==> src/rtl/mips_mc_pkg.sv <==
// Shared encodings for the multi-cycle MIPS control unit: opcodes, functs,
// ALU/extender/next-PC select codes and the FSM state enumeration.
package mips_mc_pkg;

  // Primary opcodes (Instruction[31:26])
  localparam logic [5:0] OP_RTYPE = 6'b000000;
  localparam logic [5:0] OP_ORI   = 6'b001101;
  localparam logic [5:0] OP_LUI   = 6'b001111;
  localparam logic [5:0] OP_ADDI  = 6'b001000;
  localparam logic [5:0] OP_LW    = 6'b100011;
  localparam logic [5:0] OP_LB    = 6'b100000;
  localparam logic [5:0] OP_SW    = 6'b101011;
  localparam logic [5:0] OP_BEQ   = 6'b000100;
  localparam logic [5:0] OP_J     = 6'b000010;
  localparam logic [5:0] OP_JAL   = 6'b000011;

  // R-type function codes (Instruction[5:0])
  localparam logic [5:0] FN_ADDU  = 6'b100001;
  localparam logic [5:0] FN_SUBU  = 6'b100011;
  localparam logic [5:0] FN_JR    = 6'b001000;

  // ALU operation select
  localparam logic [3:0] ALU_ADDU = 4'b0000;
  localparam logic [3:0] ALU_SUBU = 4'b0001;
  localparam logic [3:0] ALU_OR   = 4'b0010;
  localparam logic [3:0] ALU_ADD  = 4'b0011;
  localparam logic [3:0] ALU_PASSB = 4'b0100;

  // Immediate extender mode
  localparam logic [1:0] EXT_ZERO  = 2'b00;
  localparam logic [1:0] EXT_SIGN  = 2'b01;
  localparam logic [1:0] EXT_UPPER = 2'b10;

  // Next-PC source
  localparam logic [1:0] NPC_SEQ = 2'b00;
  localparam logic [1:0] NPC_BR  = 2'b01;
  localparam logic [1:0] NPC_JMP = 2'b10;
  localparam logic [1:0] NPC_REG = 2'b11;

  // Controller states; FETCH must stay at zero (it is the reset state)
  typedef enum logic [3:0] {
    S_FETCH  = 4'd0,
    S_DECODE = 4'd1,
    S_EXE_R  = 4'd2,
    S_EXE_I  = 4'd3,
    S_MEMADR = 4'd4,
    S_MEMRD  = 4'd5,
    S_MEMWR  = 4'd6,
    S_WB     = 4'd7,
    S_BRANCH = 4'd8,
    S_JUMP   = 4'd9
  } state_t;

endpackage

==> src/rtl/mips_mc_decode.sv <==
// Combinational instruction classifier: turns the latched IR into a one-hot
// instruction class plus the ALU operation and extender mode it needs.
module mips_mc_decode
  import mips_mc_pkg::*;
(
  input  logic [31:0] instruction,
  output logic        rtype_alu,
  output logic        itype_alu,
  output logic        load,
  output logic        store,
  output logic        branch,
  output logic        jump,
  output logic        illegal,
  output logic [3:0]  alu_ctr,
  output logic [1:0]  ext_op,
  output logic        is_lb,
  output logic        is_addi,
  output logic        is_jal,
  output logic        is_jr
);

  logic [5:0] op;
  logic [5:0] fn;
  // Register and immediate fields are routed to the datapath, not used here.
  logic       unused_fields;

  assign op            = instruction[31:26];
  assign fn            = instruction[5:0];
  assign unused_fields = ^instruction[25:6];

  // Classify opcode/funct; anything not recognised is flagged illegal.
  always_comb begin
    rtype_alu = 1'b0;
    itype_alu = 1'b0;
    load      = 1'b0;
    store     = 1'b0;
    branch    = 1'b0;
    jump      = 1'b0;
    illegal   = 1'b0;
    alu_ctr   = ALU_ADDU;
    ext_op    = EXT_ZERO;
    is_lb     = 1'b0;
    is_addi   = 1'b0;
    is_jal    = 1'b0;
    is_jr     = 1'b0;
    case (op)
      OP_RTYPE: begin
        case (fn)
          FN_ADDU: rtype_alu = 1'b1;
          FN_SUBU: begin
            rtype_alu = 1'b1;
            alu_ctr   = ALU_SUBU;
          end
          FN_JR: begin
            jump  = 1'b1;
            is_jr = 1'b1;
          end
          default: illegal = 1'b1;
        endcase
      end
      OP_ORI: begin
        itype_alu = 1'b1;
        alu_ctr   = ALU_OR;
        ext_op    = EXT_ZERO;
      end
      OP_LUI: begin
        itype_alu = 1'b1;
        alu_ctr   = ALU_PASSB;
        ext_op    = EXT_UPPER;
      end
      OP_ADDI: begin
        itype_alu = 1'b1;
        is_addi   = 1'b1;
        alu_ctr   = ALU_ADD;
        ext_op    = EXT_SIGN;
      end
      OP_LW: begin
        load   = 1'b1;
        ext_op = EXT_SIGN;
      end
      OP_LB: begin
        load   = 1'b1;
        is_lb  = 1'b1;
        ext_op = EXT_SIGN;
      end
      OP_SW: begin
        store  = 1'b1;
        ext_op = EXT_SIGN;
      end
      OP_BEQ: begin
        branch  = 1'b1;
        alu_ctr = ALU_SUBU;
        ext_op  = EXT_SIGN;
      end
      OP_J:   jump = 1'b1;
      OP_JAL: begin
        jump   = 1'b1;
        is_jal = 1'b1;
      end
      default: illegal = 1'b1;
    endcase
  end

endmodule

==> src/rtl/mips_mc_ctrl.sv <==
// Multi-cycle MIPS control unit: steps each instruction through
// FETCH/DECODE/execute/memory/write-back and drives all datapath controls.
// Every output is forced low while rst is high so no write can slip out
// during the reset cycle.
module mips_mc_ctrl
  import mips_mc_pkg::*;
(
  input  logic        clk,
  input  logic        rst,
  input  logic [31:0] Instruction,
  input  logic        zero,
  input  logic        over,
  output logic        PCWr,
  output logic        IRWr,
  output logic        RegDst,
  output logic        RegWr,
  output logic        MemtoReg,
  output logic        MemWr,
  output logic        ALUSrc,
  output logic        j_sel,
  output logic        jal_sel,
  output logic        lb_sel,
  output logic [1:0]  ExtOp,
  output logic [1:0]  nPC_sel,
  output logic [3:0]  ALUctr,
  output logic        instr_done,
  output logic        illegal,
  output logic [3:0]  state
);

  state_t     state_q;
  state_t     state_d;

  logic       dec_rtype;
  logic       dec_itype;
  logic       dec_load;
  logic       dec_store;
  logic       dec_branch;
  logic       dec_jump;
  logic       dec_illegal;
  logic [3:0] dec_alu;
  logic [1:0] dec_ext;
  logic       dec_lb;
  logic       dec_addi;
  logic       dec_jal;
  logic       dec_jr;

  mips_mc_decode u_decode (
    .instruction (Instruction),
    .rtype_alu   (dec_rtype),
    .itype_alu   (dec_itype),
    .load        (dec_load),
    .store       (dec_store),
    .branch      (dec_branch),
    .jump        (dec_jump),
    .illegal     (dec_illegal),
    .alu_ctr     (dec_alu),
    .ext_op      (dec_ext),
    .is_lb       (dec_lb),
    .is_addi     (dec_addi),
    .is_jal      (dec_jal),
    .is_jr       (dec_jr)
  );

  // State register; reset always returns to FETCH.
  always_ff @(posedge clk) begin
    if (rst) state_q <= S_FETCH;
    else     state_q <= state_d;
  end

  // Next-state selection from the current state and instruction class.
  always_comb begin
    state_d = S_FETCH;
    case (state_q)
      S_FETCH:  state_d = S_DECODE;
      S_DECODE: begin
        if      (dec_rtype)            state_d = S_EXE_R;
        else if (dec_itype)            state_d = S_EXE_I;
        else if (dec_load | dec_store) state_d = S_MEMADR;
        else if (dec_branch)           state_d = S_BRANCH;
        else if (dec_jump)             state_d = S_JUMP;
        else                           state_d = S_FETCH;
      end
      S_EXE_R:  state_d = S_WB;
      S_EXE_I:  state_d = S_WB;
      S_MEMADR: state_d = dec_store ? S_MEMWR : S_MEMRD;
      S_MEMRD:  state_d = S_WB;
      default:  state_d = S_FETCH;
    endcase
  end

  // Per-state control decode; all controls idle low while in reset.
  always_comb begin
    PCWr       = 1'b0;
    IRWr       = 1'b0;
    RegDst     = 1'b0;
    RegWr      = 1'b0;
    MemtoReg   = 1'b0;
    MemWr      = 1'b0;
    ALUSrc     = 1'b0;
    j_sel      = 1'b0;
    jal_sel    = 1'b0;
    lb_sel     = 1'b0;
    ExtOp      = EXT_ZERO;
    nPC_sel    = NPC_SEQ;
    ALUctr     = ALU_ADDU;
    instr_done = 1'b0;
    illegal    = 1'b0;
    if (!rst) begin
      case (state_q)
        S_FETCH: begin
          PCWr = 1'b1;
          IRWr = 1'b1;
        end
        S_DECODE: illegal = dec_illegal;
        S_EXE_R:  ALUctr = dec_alu;
        S_EXE_I: begin
          ALUSrc = 1'b1;
          ExtOp  = dec_ext;
          ALUctr = dec_alu;
        end
        S_MEMADR: begin
          ALUSrc = 1'b1;
          ExtOp  = EXT_SIGN;
        end
        S_MEMRD: begin
          ALUSrc = 1'b1;
          ExtOp  = EXT_SIGN;
          lb_sel = dec_lb;
        end
        S_MEMWR: begin
          ALUSrc     = 1'b1;
          ExtOp      = EXT_SIGN;
          MemWr      = 1'b1;
          instr_done = 1'b1;
        end
        S_WB: begin
          instr_done = 1'b1;
          RegWr      = 1'b1;
          // ALU inputs stay as in the execute/address phase so the result
          // feeding the register file does not glitch during write-back.
          if (dec_rtype) begin
            RegDst = 1'b1;
            ALUctr = dec_alu;
          end else if (dec_itype) begin
            ALUSrc = 1'b1;
            ExtOp  = dec_ext;
            ALUctr = dec_alu;
            // Signed overflow on addi cancels the register write.
            RegWr  = ~(dec_addi & over);
          end else begin
            ALUSrc   = 1'b1;
            ExtOp    = EXT_SIGN;
            MemtoReg = 1'b1;
          end
        end
        S_BRANCH: begin
          ALUctr     = ALU_SUBU;
          ExtOp      = EXT_SIGN;
          nPC_sel    = NPC_BR;
          PCWr       = zero;
          instr_done = 1'b1;
        end
        S_JUMP: begin
          PCWr       = 1'b1;
          j_sel      = 1'b1;
          nPC_sel    = dec_jr ? NPC_REG : NPC_JMP;
          jal_sel    = dec_jal;
          RegWr      = dec_jal;
          instr_done = 1'b1;
        end
        default: ;
      endcase
    end
  end

  assign state = rst ? 4'd0 : state_q;

endmodule
==> config.mk <==
export PLATFORM = sky130hd
export DESIGN_NAME = mips_mc_ctrl
export DESIGN_NICKNAME = d
export VERILOG_FILES = /design/src/rtl/mips_mc_pkg.sv /design/src/rtl/mips_mc_decode.sv /design/src/rtl/mips_mc_ctrl.sv
export SDC_FILE = /design/constraint.sdc
export NUM_CORES = 1
export LEC_CHECK = 0
export ABC_AREA = 0
export CAP_MARGIN = 5
export CORE_MARGIN = 8
export CORE_UTILIZATION = 30
export CTS_BUF_LIST = sky130_fd_sc_hd__clkbuf_16
export DETAILED_ROUTE_END_ITERATION = 8
export MAX_ROUTING_LAYER = met4
export PLACE_DENSITY = 0.84
export SYNTH_ARGS = -nofsm -noshare
export SYNTH_HDL_FRONTEND = slang
export SYNTH_SLANG_ARGS = --single-unit
==> constraint.sdc <==
create_clock -name clk -period 1.9 [get_ports clk]
set_clock_uncertainty 0.15 [all_clocks]
set_input_delay 0.57 -clock clk [delete_from_list [all_inputs] [get_ports clk]]
set_output_delay 0.57 -clock clk [all_outputs]
set_load 0.005 [all_outputs]
* Yosys cells after proc, flatten, opt, wreduce, memory -nomap -nowiden *
Index checks and enable logic that the tools add are counted.

operators by class
  equality and inequality tests = 21
  muxes and demuxes = 66
  bitwise gates (word level) = 3
  reduce and logical (&&, ||, !) cells = 15

operators by type and width
  operator              number
  $mux W1               41
  $mux W4               9
  $eq A6 B6 Y1 const B  5
  $eq A6 B4 Y1 const B  4
  $pmux W4 S5           1
  $eq A4 B3 Y1 const B  4
  $pmux W4 S4           1
  $eq A6 B2 Y1 const B  2
  $pmux W4 S3           1
  $reduce_or A4 Y1      3
  $mux W2               5
  $pmux W1 S2           5
  $reduce_or A2 Y1      5
  $reduce_or A3 Y1      3
  $reduce_or A9 Y1      1
  $eq A4 B2 Y1 const B  2
  $eq A4 B4 Y1 const B  2
  $pmux W2 S2           2
  $eq A6 B3 Y1 const B  1
  $logic_not A6 Y1      1
  $pmux W2 S3           1
  $reduce_or A5 Y1      1
  $eq A4 B1 Y1 const B  1
  $logic_not A4 Y1      1
  3 further kinds       3

word-level totals
  bits in registers = 4
  bits of input ports = 36
  output and inout port bits = 24

* Longest topological paths before layout *
  depth after elaboration = 9
  depth in mapped cells = 5
  gate-level depth less buffers = 4

* By module *
A second synthesis with hierarchy kept.

unflattened totals
  cell total of the unflattened synthesis = 142
  area, all modules = 872.1 sq um

by module, submodules not included
  module          times used  cells each  area each (sq um)
  mips_mc_ctrl    1           83          528.0
  mips_mc_decode  1           59          344.1

* Worst setup path after synthesis *
OpenSTA, ideal clock, no wires.

  path kind = input to output
  start = input port Instruction[28]
  end = output port ExtOp[0]
  arrival = 1.291 ns
  required time = 1.180 ns
  slack = -0.111 ns
  stages on the path = 5
  path buffers = 1
  path through = buf_6 -> o21ai_0 -> o211ai_1 -> a211o_1 -> o211ai_2

on the way
  longest elaborated chain between the ends = 7
  elaborated cells on any way between the ends = 17

RTL lines
  element                                                                line                  text
  start, declared                                                        mips_mc_ctrl.sv:10    input logic [31:0] Instruction,
  $eq A6 B6 Y1, or another cell as far along                             mips_mc_decode.sv:46  case (op)
  $reduce_or A5 Y1 (no source line) or $reduce_or A3 Y1 (tied branches)  n/a
  $pmux W2 S2 or $mux W1 (tied branches)                                 mips_mc_decode.sv:46
  $mux W2                                                                mips_mc_ctrl.sv:145   end else if (dec_itype) begin
  $mux W2                                                                mips_mc_ctrl.sv:142   if (dec_rtype) begin
  $pmux W2 S3 *                                                          mips_mc_ctrl.sv:110   case (state_q)
  $mux W2 *                                                              mips_mc_ctrl.sv:109   if (!rst) begin
  end, declared                                                          mips_mc_ctrl.sv:23    output logic [1:0] ExtOp,

Mark *: on every way between the ends. The rest lies on a longest branch, timed or not.

* Worst setup path after layout *
  start = input port Instruction[0]
  end = output port ALUSrc

on the way
  longest elaborated chain between the ends = 7
  elaborated cells on any way between the ends = 8

RTL lines
  element                              line                  text
  $eq A6 B6 Y1                         mips_mc_decode.sv:48  case (fn)
  $reduce_or A2 Y1 (no source line) *  n/a
  $mux W1 *                            mips_mc_decode.sv:48
  $mux W1 *                            mips_mc_decode.sv:46
  $mux W1 *                            mips_mc_ctrl.sv:142
  $pmux W1 S2 *                        mips_mc_ctrl.sv:110
  $mux W1 *                            mips_mc_ctrl.sv:109
  end, declared                        mips_mc_ctrl.sv:19    output logic ALUSrc,

Marked as above.

==> results.yml <==
power_and_ir_drop:
  clkPwrFrac_pct: 44.4
  cellPowerDensity_mw_per_mm2: 361.2
  power.leakage_nw: 0.9176
  pwr-share-comb_pct: 43.3
  power_switching_uw: 224.4
  intPower_uw: 533.5
  power_frac_seq_pct: 12.3
  ir_worst_vdd_mv: 0.4518
  swShare_pct: 29.61
drt:
  wl_met2_um: 2710
  vias: 1403
  drtIter0Drc: 66
  routed_via_density: 5.727
  routedWlPerCell_um: 19.61
  routed_wl_um: 4805
  top_layer_used: "met4"
  wl_met1_um: 1660
  drt-pass1-iter-count: 4
  drc: 0
  wl_met3_um: 234
  ant_nets: 0
timing:
  worst_slack_ns: -0.5589
  setup-violations-final: 21
  slew_viol_final: 0
  max_freq_mhz: 406.7
  fin_crit_ns: 2.459
  rsz0062_at_grt: "true"
  finalHoldViolations: 0
  post-route-period-util_pct: 129.4
clock_network:
  path_clk_slew_ns: 0.03
  htree_levels: 1
  cts_hold_buffers: 0
  cts_buffers: 3
  cts_tree: "built"
  clk_latency_ns: 0.23
  cts_sinks: 4
  cts_buffer_depth: 2
  cts-root-buf: "clkbuf_16"
critical_path:
  cp.arrival_ns: 1.74
  end_kind: "primary output"
  max_stage_delay_ns: 0.27
  start_kind: "input port"
  cp_max_fo: 3
  slowest_stage: "nor4_1"
  path_class: "in2out"
  worstPathRequired_ns: 1.18
  crit_chain: "clkdlybuf4s15_2 > and3b_2 > nand3_4 > buf_4 > nor2_2 > nor4_1 > buf_2"
hold_path:
  hold_path.class: "reg2reg"
synthesis:
  ys_seq_area_share_pct: 10.34
  synthTopCellsByArea: "dfxtp_1 (10%), nor2_1 (8.7%), nor2b_1 (5.7%)"
  postSynthAreaPerCell_um2: 6.735
  synth_top_cell_by_area: "dfxtp_1"
  syn_nets: 151
  synth_edf_count: 0
  synth_cell_types: 41
  ys_warn_count: 0
  synth_common_cells: "nor2_1 (18), nand2_1 (8), nand3_1 (8)"
  yosysMostFrequentCell: "nor2_1"
  ys_ff_latch: 4
  synth-main-ff-cell: "dfxtp_1"
  synthArstFlopShare_pct: 0
  synth_top_area_share_pct: 10.34
  synthCells: 115
  netlist_area_um2: 774.5
placement:
  portBuffers: 38
  gp_congestion: 0.8347
  dp_cells: 209
  hpwl_um: 2540
  place_area_mm2: 0.001428
floorplanning:
  rows: 18
  core_mm2: 0.002455
  io_pins: 60
  die_area_mm2: 0.004464
  die_w_um: 66.81
  start_util_pct: 31.55
  dieHeight_um: 66.81
final_layout:
  largest_reg_flops: 4
  reg_top3: "state_q: 4 flops"
  fin_cells: 245
  final_area_mm2: 0.002098
  final_net_count: 253
  drive_above_1_share_pct: 73.49
  regMostFlops: "state_q"
  area_delta_synth_final_pct: 170.9
  diodes: 0
run_status:
  failed_checks: "negative setup slack"
  status: "finished with violations"
grt:
  antenna_found_initial: 0
  grt_pass1_vias: 1512
  grt_pass1_wl_um: 6975
  grt_max_degree: 16
  grt_usage_pct: 20.58
  grt-ovfl-total: 0
run:
  cap_violations: 0
==> critical path: cells and delay by family <==
family / cells / cell delay (ns)
and+or+nand+nor: 4 / 0.64
buffers and inverters: 3 / 0.51
==> cell families after synthesis <==
group / Yosys count / share of synthesized area [%]
AND/OR/NAND/NOR: 75 / 58.48
AO/OA/AOI/OAI: 22 / 20.03
buffers and inverters: 10 / 6.946
flip-flops: 4 / 10.34
XOR/XNOR: 2 / 2.262
multiplexers: 1 / 1.454
other: 1 / 0.4842
==> cell usage in the layout (no fill, tap or decap), types with 3 or more instances in the layout <==
cell | Yosys | final
nand4_1 | 3 | 3
nor2b_1 | 7 | 4
nand2b_4 | 0 | 4
buf_6 | 1 | 32
buf_4 | 1 | 39
nor2_2 | 0 | 5
buf_2 | 4 | 21
dfxtp_4 | 0 | 3
nand3_4 | 0 | 3
nor2_4 | 0 | 7
nor3_2 | 1 | 4
nand3_1 | 8 | 4
nand2_1 | 8 | 6
nor4_4 | 1 | 3
nor2_1 | 18 | 6
a21oi_1 | 6 | 4
o21ai_1 | 2 | 3
clkbuf_16 | 0 | 3
buf_8 | 0 | 6
==> layer usage <==
layer | track usage [%] | vias to the layer above
met4 | 14.93 | 0
met1 | 16.95 | 668
met3 | 4.362 | 24
met5 | - | -
met2 | 39.19 | 84
li1 | - | 627
==> power groups by stage <==
stage,Combinational (mW),Sequential (mW),Clock (mW)
floorplan,0.0791,0.0926,0
global placement,0.196,0.0941,0
detailed placement,0.200,0.0942,0
CTS,0.275,0.0922,0.336
global route,0.345,0.0937,0.343
finish,0.328,0.0935,0.336
==> stage by stage <==
| stage | hold WS (ns) | setup TNS (ns) | power [mW] | worst slack [ns] | utilization (%) |
|---|---|---|---|---|---|
| floorplan | 0.4692 | -0.3682 | 0.1717 | -0.09657 | - |
| global placement | 0.5499 | -23.95 | 0.2905 | -1.223 | 58.15 |
| detailed placement | 0.5461 | -24.29 | 0.2943 | -1.273 | 58.15 |
| CTS | 0.5496 | -5.187 | 0.7029 | -0.4381 | 80.02 |
| global route | 0.5635 | -6.809 | 0.7812 | -0.5860 | 85.47 |
| finish | 0.5341 | -6.130 | 0.7580 | -0.5589 | 85.47 |
==> final cells by class <==
| type | count | area [µm²] |
|---|---|---|
| tap | 30 | 37.54 |
| multi-input combinational | 101 | 955.9 |
| sequential | 4 | 92.59 |
| fill | 127 | 356.6 |
| clock buffer | 3 | 75.07 |
| timing repair buffer | 107 | 937.1 |
==> path summary, 6_finish.rpt <==
kind,slack (ns),cells past startpoint,endpoint,from
max reg2reg,0.46,6,state_q[0],state_q[1]
min reg2reg,0.53,3,state_q[2],state_q[0]
min,0.53,3,state_q[2],state_q[0]
max,-0.56,7,ALUSrc,Instruction[0]
==> repair_timing <==
item,4_1_cts,5_1_grt
resized for setup,227,34
pin swaps,33,21
setup buffers,32,10
endpoints found under the setup margin,27,23
cloned,2,0
(Power assumes the default switching activity.)
==> RTL edit, RTL diff (same settings) <==
Put a register stage on the output `ALUctr`, with the module's reset. The value now appears one clock later. The other outputs are not delayed to match.
--- a/src/rtl/mips_mc_ctrl.sv
+++ b/src/rtl/mips_mc_ctrl.sv
@@ -27,6 +27,8 @@
   output logic        illegal,
   output logic [3:0]  state
 );
+
+  logic [3:0] ALUctr_d;
 
   state_t     state_q;
   state_t     state_d;
@@ -103,7 +105,7 @@
     lb_sel     = 1'b0;
     ExtOp      = EXT_ZERO;
     nPC_sel    = NPC_SEQ;
-    ALUctr     = ALU_ADDU;
+    ALUctr_d   = ALU_ADDU;
     instr_done = 1'b0;
     illegal    = 1'b0;
     if (!rst) begin
@@ -113,11 +115,11 @@
           IRWr = 1'b1;
         end
         S_DECODE: illegal = dec_illegal;
-        S_EXE_R:  ALUctr = dec_alu;
+        S_EXE_R:  ALUctr_d = dec_alu;
         S_EXE_I: begin
           ALUSrc = 1'b1;
           ExtOp  = dec_ext;
-          ALUctr = dec_alu;
+          ALUctr_d = dec_alu;
         end
         S_MEMADR: begin
           ALUSrc = 1'b1;
@@ -141,11 +143,11 @@
           // feeding the register file does not glitch during write-back.
           if (dec_rtype) begin
             RegDst = 1'b1;
-            ALUctr = dec_alu;
+            ALUctr_d = dec_alu;
           end else if (dec_itype) begin
             ALUSrc = 1'b1;
             ExtOp  = dec_ext;
-            ALUctr = dec_alu;
+            ALUctr_d = dec_alu;
             // Signed overflow on addi cancels the register write.
             RegWr  = ~(dec_addi & over);
           end else begin
@@ -155,7 +157,7 @@
           end
         end
         S_BRANCH: begin
-          ALUctr     = ALU_SUBU;
+          ALUctr_d   = ALU_SUBU;
           ExtOp      = EXT_SIGN;
           nPC_sel    = NPC_BR;
           PCWr       = zero;
@@ -176,4 +178,12 @@
 
   assign state = rst ? 4'd0 : state_q;
 
+  always_ff @(posedge clk) begin
+    if (rst) begin
+      ALUctr <= '0;
+    end else begin
+      ALUctr <= ALUctr_d;
+    end
+  end
+
 endmodule
Function: changed (Yosys sat finds a counterexample within 4 cycles, from zero or initial values and one cycle with rst high).
==> RTL edit against the original RTL <==
  * The run still ends with setup timing left
  * Design area up 2.8%
  * Sequential share of layout area rose by 2.2 points
  * Power is 13% higher
  * Final cell count is 7.3% higher
  * Utilization shrank 5.9 points
  * Die area rose by 5.9%
  * Setup slack got worse by 0.36 ns
  * Sequential cell count is 3 higher
  * Routed wire length increased by 16%
  * Maximum frequency down 13%
  * Area after synthesis grew 7.8%
  * Hold slack worse by 0.0073 ns
==> RTL edit: results (changes against the original RTL) <==
{| class="wikitable"
! Metric !! Value
|-
| Run status || finished, violations left (unchanged)
|-
| Violated checks || setup timing (unchanged)
|-
| Routing usage on met3 || 0.0210 (was 0.0436)
|-
| Reg-to-reg critical path endpoint || ALUctr[0]$_SDFF_PP0_ (was state_q[0]$_SDFF_PP0_)
|-
| Xor/xnor cell area share of the yosys netlist || 0.0210 (was 0.0226)
|-
| Number of setup buffers added after CTS || 40 (was 32)
|-
| Standard cell area after detailed placement || 1570 um2 (was 1430 um2)
|-
| Worst hold path startpoint || state_q[2]$_SDFF_PP0_ (was state_q[0]$_SDFF_PP0_)
|-
| CP startpoint || Instruction[27] (was Instruction[0])
|-
| Critical Path Sink || ExtOp[0] (was ALUSrc)
|-
| Non-clock buffer area fraction after layout || 0.481 (was 0.447)
|-
| Total leakage power || 0.977 nW (was 0.918 nW)
|-
| Count of final setup violators || 20 (was 21)
|-
| Total wire length || 5570 um (was 4810 um)
|-
| Pin count of the biggest net entering global routing || 13 (was 16)
|-
| Length of routed wiring on met1 || 2070 um (was 1660 um)
|-
| Worst reg-to-reg setup slack || -0.27 ns (was 0.46 ns)
|-
| Post-layout nets || 269 (was 253)
|-
| Post-synthesis compound-gate area fraction || 0.252 (was 0.200)
|-
| Half-perimeter wire length after placement || 2760 um (was 2540 um)
|-
| Final worst slack || -0.923 ns (was -0.559 ns)
|-
| Clk. pwr || 0.367 mW (was 0.336 mW)
|-
| Fraction of area in clock buffers and inverters || 0.0365 (was 0.0358)
|-
| Average size of a mapped cell || 6.62 um2 (was 6.73 um2)
|-
| Met2 Track Usage GR || 0.381 (was 0.392)
|-
| Fill cell instance count of the final layout || 146 (was 127)
|-
| Fraction of standard cell area in multi-input logic || 0.393 (was 0.456)
|-
| Share of post-route cells with drive strength above 1 || 0.642 (was 0.735)
|-
| Comb pwr || 0.336 mW (was 0.328 mW)
|-
| P_seq || 0.155 mW (was 0.0935 mW)
|-
| Pre-CTS WS || -1.58 ns (was -1.27 ns)
|-
| Vias/cell || 5.96 (was 5.73)
|-
| Total number of multi-input combinational cells || 102 (was 101)
|-
| Net count after synthesis || 162 (was 151)
|-
| Sequential element share of the synthesized area || 0.168 (was 0.103)
|-
| Non-CTS inverters || 3 (was 0)
|-
| Vias in the first global route || 1526 (was 1512)
|-
| Hold-critical path endpoint || ALUctr[0]$_SDFF_PP0_ (was state_q[2]$_SDFF_PP0_)
|-
| Most frequent cells after synthesis || sky130_fd_sc_hd__nor2_1, sky130_fd_sc_hd__clkbuf_1, sky130_fd_sc_hd__a21oi_1, sky130_fd_sc_hd__nor3_1 (was sky130_fd_sc_hd__nor2_1, sky130_fd_sc_hd__nand2_1, sky130_fd_sc_hd__nand3_1, sky130_fd_sc_hd__nor2b_1, sky130_fd_sc_hd__a21oi_1)
|}
==> RTL edit: changes by cell type in the layout (fill, tap and decap cells not counted), moves of 3 or more <==
| cell | change |
|---|---|
| sky130_fd_sc_hd__a21oi_1 | +3 |
| sky130_fd_sc_hd__dfxtp_1 | +5 |
| sky130_fd_sc_hd__dfxtp_4 | -3 |
| sky130_fd_sc_hd__buf_2 | -4 |
| sky130_fd_sc_hd__o21ai_0 | +4 |
| sky130_fd_sc_hd__nor2_1 | +3 |
| sky130_fd_sc_hd__buf_4 | +6 |
| sky130_fd_sc_hd__nor3_2 | -3 |
| sky130_fd_sc_hd__nor3_1 | +3 |
| sky130_fd_sc_hd__nand3_4 | -3 |
| sky130_fd_sc_hd__clkdlybuf4s50_1 | +3 |
| sky130_fd_sc_hd__buf_6 | +6 |
| sky130_fd_sc_hd__inv_1 | +4 |
